## src/rtl/mul_div_seq_if.sv

```systemverilog
// Request/response bundle for the iterative mul/div unit.
// The slave side is the unit; the master side is the EX stage that issues ops and takes results.
interface mul_div_seq_if #(
  parameter int XLEN = 32
);
  logic            i_valid;
  logic            o_ready;
  logic [2:0]      i_op;
  logic [XLEN-1:0] i_a;
  logic [XLEN-1:0] i_b;
  logic            i_flush;
  logic            o_valid;
  logic            i_ready;
  logic [XLEN-1:0] o_res;

  modport slave (
    input  i_valid, i_op, i_a, i_b, i_flush, i_ready,
    output o_ready, o_valid, o_res
  );

  modport master (
    output i_valid, i_op, i_a, i_b, i_flush, i_ready,
    input  o_ready, o_valid, o_res
  );
endinterface

```

## src/rtl/mul_div_seq.sv

```systemverilog
// Iterative RISC-V M-extension unit: shift-add multiply / restoring divide, one bit per cycle,
// operating on magnitudes with sign fix-up at the end.
module mul_div_seq #(
  parameter int XLEN      = 32,
  parameter bit FAST_SPEC = 1'b1
) (
  input  logic          clk,
  input  logic          rst,
  mul_div_seq_if.slave  bus
);
  localparam int CW = $clog2(XLEN);
  localparam logic [1:0] S_IDLE = 2'd0;
  localparam logic [1:0] S_CALC = 2'd1;
  localparam logic [1:0] S_FIX  = 2'd2;
  localparam logic [1:0] S_DONE = 2'd3;
  localparam logic [XLEN-1:0] MIN_INT = {1'b1, {(XLEN-1){1'b0}}};

  function automatic logic spec_hit(input logic [2:0] op, input logic [XLEN-1:0] a, input logic [XLEN-1:0] b);
    return op[2] && ((b == '0) || (!op[0] && (a == MIN_INT) && (b == '1)));
  endfunction

  function automatic logic [XLEN-1:0] spec_val(input logic [2:0] op, input logic [XLEN-1:0] a,
                                               input logic [XLEN-1:0] b);
    if (b == '0) return op[1] ? a : '1;
    return op[1] ? '0 : MIN_INT;
  endfunction

  logic [1:0]      r_state;
  logic [CW-1:0]   r_cnt;
  logic [2:0]      r_op;
  logic [XLEN-1:0] r_a, r_b;
  logic [XLEN-1:0] r_hi, r_lo, r_opd;
  logic            r_neg_a, r_neg_b;
  logic [XLEN-1:0] r_res;

  // Request decode on the live inputs (only meaningful on the accept edge).
  logic            w_accept, w_is_div, w_sa, w_sb, w_neg_a, w_neg_b, w_hit;
  logic [XLEN-1:0] w_abs_a, w_abs_b;

  assign w_accept = bus.i_valid && !bus.i_flush && (r_state == S_IDLE);
  assign w_is_div = bus.i_op[2];
  assign w_sa     = (bus.i_op == 3'd1) || (bus.i_op == 3'd2) || (bus.i_op[2] && !bus.i_op[0]);
  assign w_sb     = (bus.i_op == 3'd1) || (bus.i_op[2] && !bus.i_op[0]);
  assign w_neg_a  = w_sa && bus.i_a[XLEN-1];
  assign w_neg_b  = w_sb && bus.i_b[XLEN-1];
  assign w_abs_a  = w_neg_a ? -bus.i_a : bus.i_a;
  assign w_abs_b  = w_neg_b ? -bus.i_b : bus.i_b;
  assign w_hit    = spec_hit(bus.i_op, bus.i_a, bus.i_b);

  // Multiply step: r_lo holds the multiplier, consumed LSB first while product bits shift in.
  logic [XLEN:0]   w_msum;
  assign w_msum = {1'b0, r_hi} + (r_lo[0] ? {1'b0, r_opd} : '0);

  // Divide step: r_hi is the partial remainder, r_lo shifts dividend out / quotient in.
  logic [XLEN:0]   w_dshift;
  logic [XLEN+1:0] w_ddiff;
  logic            w_dge;
  assign w_dshift = {r_hi, r_lo[XLEN-1]};
  assign w_ddiff  = {1'b0, w_dshift} - {2'b00, r_opd};
  assign w_dge    = !w_ddiff[XLEN+1];

  logic [2*XLEN-1:0] w_prod, w_prod_s;
  logic [XLEN-1:0]   w_quo, w_rem, w_fix;
  assign w_prod   = {r_hi, r_lo};
  assign w_prod_s = (r_neg_a ^ r_neg_b) ? -w_prod : w_prod;
  assign w_quo    = (r_neg_a ^ r_neg_b) ? -r_lo : r_lo;
  assign w_rem    = r_neg_a ? -r_hi : r_hi;

  always_comb begin
    w_fix = '0;
    if (spec_hit(r_op, r_a, r_b))  w_fix = spec_val(r_op, r_a, r_b);
    else if (!r_op[2])             w_fix = (r_op == 3'd0) ? w_prod_s[XLEN-1:0] : w_prod_s[2*XLEN-1:XLEN];
    else                           w_fix = r_op[1] ? w_rem : w_quo;
  end

  always_ff @(posedge clk or posedge rst) begin
    if (rst) begin
      r_state <= S_IDLE;
      r_cnt   <= '0;
      r_op    <= '0;
      r_a     <= '0;
      r_b     <= '0;
      r_hi    <= '0;
      r_lo    <= '0;
      r_opd   <= '0;
      r_neg_a <= 1'b0;
      r_neg_b <= 1'b0;
      r_res   <= '0;
    end else begin
      case (r_state)
        S_IDLE: if (w_accept) begin
          r_op    <= bus.i_op;
          r_a     <= bus.i_a;
          r_b     <= bus.i_b;
          r_neg_a <= w_neg_a;
          r_neg_b <= w_neg_b;
          r_hi    <= '0;
          r_lo    <= w_is_div ? w_abs_a : w_abs_b;
          r_opd   <= w_is_div ? w_abs_b : w_abs_a;
          if (FAST_SPEC && w_hit) begin
            r_res   <= spec_val(bus.i_op, bus.i_a, bus.i_b);
            r_state <= S_DONE;
          end else begin
            r_cnt   <= CW'(XLEN-1);
            r_state <= S_CALC;
          end
        end
        S_CALC: begin
          if (bus.i_flush) begin
            r_state <= S_IDLE;
          end else begin
            if (r_op[2]) begin
              r_hi <= w_dge ? w_ddiff[XLEN-1:0] : w_dshift[XLEN-1:0];
              r_lo <= {r_lo[XLEN-2:0], w_dge};
            end else begin
              r_hi <= w_msum[XLEN:1];
              r_lo <= {w_msum[0], r_lo[XLEN-1:1]};
            end
            if (r_cnt == '0) r_state <= S_FIX;
            else             r_cnt   <= r_cnt - 1'b1;
          end
        end
        S_FIX: begin
          if (bus.i_flush) begin
            r_state <= S_IDLE;
          end else begin
            r_res   <= w_fix;
            r_state <= S_DONE;
          end
        end
        default: if (bus.i_ready || bus.i_flush) r_state <= S_IDLE;
      endcase
    end
  end

  assign bus.o_ready = (r_state == S_IDLE);
  assign bus.o_valid = (r_state == S_DONE);
  assign bus.o_res   = r_res;
endmodule

```

## src/flat_wrapper.sv

```systemverilog
// flat-port wrapper written by rule: the top's interface ports become plain ports
module mul_div_seq_flat 
#(
  parameter int XLEN      = 32,
  parameter bit FAST_SPEC = 1'b1
)
  (clk, rst, bus_i_valid, bus_i_op, bus_i_a, bus_i_b, bus_i_flush, bus_i_ready, bus_o_ready, bus_o_valid, bus_o_res);
  mul_div_seq_if #(.XLEN(XLEN)) bus_i ();
  input  logic clk;
  input  logic rst;
  input wire logic [$bits(bus_i.i_valid)-1:0] bus_i_valid;
  input wire logic [$bits(bus_i.i_op)-1:0] bus_i_op;
  input wire logic [$bits(bus_i.i_a)-1:0] bus_i_a;
  input wire logic [$bits(bus_i.i_b)-1:0] bus_i_b;
  input wire logic [$bits(bus_i.i_flush)-1:0] bus_i_flush;
  input wire logic [$bits(bus_i.i_ready)-1:0] bus_i_ready;
  output wire logic [$bits(bus_i.o_ready)-1:0] bus_o_ready;
  output wire logic [$bits(bus_i.o_valid)-1:0] bus_o_valid;
  output wire logic [$bits(bus_i.o_res)-1:0] bus_o_res;
  assign bus_i.i_valid = bus_i_valid;
  assign bus_i.i_op = bus_i_op;
  assign bus_i.i_a = bus_i_a;
  assign bus_i.i_b = bus_i_b;
  assign bus_i.i_flush = bus_i_flush;
  assign bus_i.i_ready = bus_i_ready;
  assign bus_o_ready = bus_i.o_ready;
  assign bus_o_valid = bus_i.o_valid;
  assign bus_o_res = bus_i.o_res;
  mul_div_seq #(.XLEN(XLEN), .FAST_SPEC(FAST_SPEC)) u_core (.clk(clk), .rst(rst), .bus(bus_i));
endmodule
```

## config.mk

```make
export PLATFORM = sky130hd
export DESIGN_NAME = mul_div_seq_flat
export DESIGN_NICKNAME = d
export VERILOG_FILES = /design/src/rtl/mul_div_seq_if.sv /design/src/rtl/mul_div_seq.sv /design/src/flat_wrapper.sv
export SDC_FILE = /design/constraint.sdc
export NUM_CORES = 1
export LEC_CHECK = 0
export CAP_MARGIN = 20
export CORE_ASPECT_RATIO = 2
export CORE_MARGIN = 5
export CORE_UTILIZATION = 40
export DETAILED_ROUTE_END_ITERATION = 10
export GPL_ROUTABILITY_DRIVEN = 0
export PLACE_DENSITY = 0.62
export SLEW_MARGIN = 10
export SYNTH_ARGS = -nofsm -noshare
export SYNTH_HDL_FRONTEND = slang
export SYNTH_SLANG_ARGS = --single-unit
```

## constraint.sdc

```tcl
create_clock -name clk -period 7.01 [get_ports clk]
set_input_delay 1.0515 -clock clk [delete_from_list [all_inputs] [get_ports clk]]
set_output_delay 1.0515 -clock clk [all_outputs]
set_load 0.03 [all_outputs]
```

==> results_dict.tcl <==
set metrics [dict create \
    grt_pass1_wl_mm 113 \
    grt_pass1_vias 17657 \
    combPwrFrac 0.560 \
    overflow 0 \
    p_int_mw 3.65 \
    power.share.switching 0.494 \
    hold_path_class "reg2reg" \
    path_max_fanout 59 \
    worstSetupStartpointType "input port" \
    p_seq_frac 0.268 \
    cts.sinks 204 \
    syn_area_mm2 0.0175 \
    drt_iter0_markers 1659 \
    cp.arrival_ns 5.29 \
    switchingPower_mw 3.56 \
    cts_root_buf "clkbuf_16" \
    synth_top_area_share 0.292 \
    synth_top_area_cell "dfrtp_1" \
    finClkSkew_ns 0.0225 \
    critical_path_class "in2reg" \
    clock_power_share 0.171 \
    worst_pin_slew_ns 1.21 \
    postCtsHoldBufs 0 \
    critPathCaptureType "register" \
    netlist_top_cells_area "dfrtp_1, nand2_1, a21oi_1" \
    die_x_um 158 \
    io_buffers 105 \
    ant_nets 0 \
    ioPinCount 106 \
    dieArea_mm2 0.0483 \
    hpwl_mm 57.4 \
    synth.avg_cell_area_um2 7.52 \
    post-route-period-util 0.690 \
    required_ns 7.46 \
    via_per_inst 6.34 \
    rsz0062_at_grt "no" \
    synth_nets 2474 \
    num_rows 108 \
    slew_headroom 0.184 \
    tritoncts.num_buffers 21 \
    path_clk_slew_ns 0.07 \
    maxCapViolations 0 \
    vias 18321 \
    first_pass_iters 6 \
    ir_worst_vdd_uv 188 \
    antenna_found_initial 0 \
    syn2layout_area_growth_pct 12.3 \
    drt-wirelength-per-cell_um 26.2 \
    wirelength_mm 75.7 \
    async_flop_share 1.00 \
    yosysSeqAreaShare 0.292 \
    ys.flop_type "dfrtp_1" \
    clock_latency_ns 0.56 \
    finalSetupTns_ns 0 \
    timing.hold.ws_ns 0.486 \
    die_height_um 306 \
    htreeDepth 1 \
    fmaxAchievable_mhz 207 \
    slew_violations 0 \
    cts_tree "done" \
    finalNetCount 2473 \
    p_leak_nw 8.17 \
    grtUsageTotal 0.308 \
    grt_max_degree 128 \
    outcome "finished clean" \
    synth_cell_type_count 78 \
    setup_violations 0 \
    fin_crit_ns 4.84 \
    cts.path.max_buffers 3 \
    hold_violations 0 \
    powerDensity_mw_per_mm2 367 \
    synth_warnings 0 \
    start_util 0.404 \
    synth_edf_count 0 \
    drive_above_1_share 0.0453 \
    syn_inst 2329 \
    post-route-drc-count 0 \
    ys_seq_elements 204 \
    cts_resized 0 \
    coreArea_mm2 0.0434 \
    postCtsSetupRepairBufs 0 \
]
[kinds of logic (layout without fill, tap and decap cells)]
group                    count (synthesis)  after routing  synth area share
AND/OR/NAND/NOR                        854            854             0.222
AO/OA/AOI/OAI                          722            722             0.254
buffers and inverters                  229            241            0.0507
flip-flops                             204            204             0.292
XOR/XNOR                               177            177            0.0885
adder cells (fa/ha/maj)                 73             73            0.0530
multiplexers                            70             70            0.0404
other                                    0              1                 0
[cell usage in the layout (no fill, tap or decap), types with 24 or more instances in the layout]
cell type          n
nand2_1          367
nor2_1           219
a21oi_1          213
o21ai_0          206
dfrtp_1          203
xnor2_1          104
clkdlybuf4s50_1  104
xor2_1            71
ha_1              71
mux2i_1           64
inv_1             64
nor3_1            47
nor4_1            46
o31ai_1           36
buf_4             31
a31oi_1           29
o211ai_1          26
a21o_1            26
nand2b_1          24
[cell usage after synthesis (6+ instances only)]
cell type,n
a211o_1,7
a211oi_1,15
a21o_1,26
a21oi_1,213
a221oi_1,16
a22oi_1,19
a31oi_1,30
and2_1,8
and3_1,13
buf_1,16
buf_2,7
clkbuf_1,137
dfrtp_1,204
ha_1,71
inv_1,65
mux2_2,6
mux2i_1,64
nand2_1,367
nand2b_1,25
nand3_1,17
nand3b_1,6
nand4_1,21
nor2_1,222
nor2b_1,20
nor3_1,47
nor4_1,46
o211ai_1,26
o21a_1,13
o21ai_0,207
o21ai_1,7
o21bai_1,9
o221ai_1,19
o22ai_1,19
o31ai_1,36
o41ai_1,13
or2_2,6
or3_1,20
or4_1,13
xnor2_1,105
xor2_1,72
[sequential cells by signal, summed over array words and instances (netlist names)]
| register | cells |
|---|---|
| u_core.r_b | 32 |
| u_core.r_neg_a | 1 |
| u_core.r_state | 2 |
| u_core.r_a | 32 |
| u_core.r_hi | 32 |
| u_core.bus.o_res | 32 |
| u_core.r_cnt | 5 |
| u_core.r_lo | 32 |
| u_core.r_opd | 32 |
| u_core.r_neg_b | 1 |
| u_core.r_op | 3 |
[critical path, stage by stage]
cell and delay, ns:
clkdlybuf4s50_1 0.51, or4_1 0.63, nor4_1 0.63, nand3_1 0.28, nor4_1 0.52, o21a_1 0.19, a21oi_1 0.07, or3_2 0.87
o41ai_1 0.48
[metal layers]
layer,share of wire,routed length (um),global-route usage,vias to the layer above
li1,-,-,-,8342
met1,0.32,24400,0.313,8696
met2,0.49,37200,0.525,970
met3,0.066,5000,0.0542,313
met4,0.12,9100,0.281,0
met5,0,0,0,-
[per-stage QoR]
stage | total power [mW] | cells | utilization | worst slack, ns | cell area, um2
final | 7.22 | 2892 | 0.453 | 2.17 | 19700
after global routing | 7.61 | 2891 | 0.453 | 2.00 | 19700
after CTS | 7.05 | 2886 | 0.452 | 2.21 | 19600
after detailed placement | 5.79 | 2850 | 0.436 | 1.64 | 18900
after global placement | 5.73 | 2850 | 0.436 | 1.70 | 18900
after floorplan | 4.57 | 2329 | - | 0.391 | 17500
[final timing paths]
path / from / to / slack [ns] / cells after the start
worst min register to register: u_core.r_opd[6] / u_core.r_opd[6] / 0.49 / 2
worst min-delay path: u_core.r_opd[6] / u_core.r_opd[6] / 0.49 / 2
min in group asynchronous: rst / u_core.r_opd[7] / 1.07 / 2
max in group asynchronous: rst / u_core.r_opd[17] / 4.42 / 3
worst max register to register: u_core.r_hi[6] / u_core.r_hi[8] / 2.20 / 12
worst max-delay path: bus_i_b[12] / u_core.bus.o_res[23] / 2.17 / 9
[power groups by stage]
stage | sequential [mW] | clock [mW] | combinational [mW]
2_1_floorplan | 1.63 | 0 | 2.94
3_5_place_dp | 1.93 | 0 | 3.86
6_report | 1.94 | 1.24 | 4.05
4_1_cts | 1.91 | 1.25 | 3.89
5_1_grt | 1.96 | 1.29 | 4.36
3_3_place_gp | 1.93 | 0 | 3.81
[cell type report]
cell class / count / area [um2]
sequential: 204 / 5110
clock inverter: 8 / 124
multi-input combinational: 1896 / 11600
tap: 550 / 688
timing repair buffer: 140 / 1330
antenna: 1 / 2.50
clock buffer: 28 / 582
inverter: 65 / 251
fill: 4282 / 23700
Power figures use the tool's default switching activity.
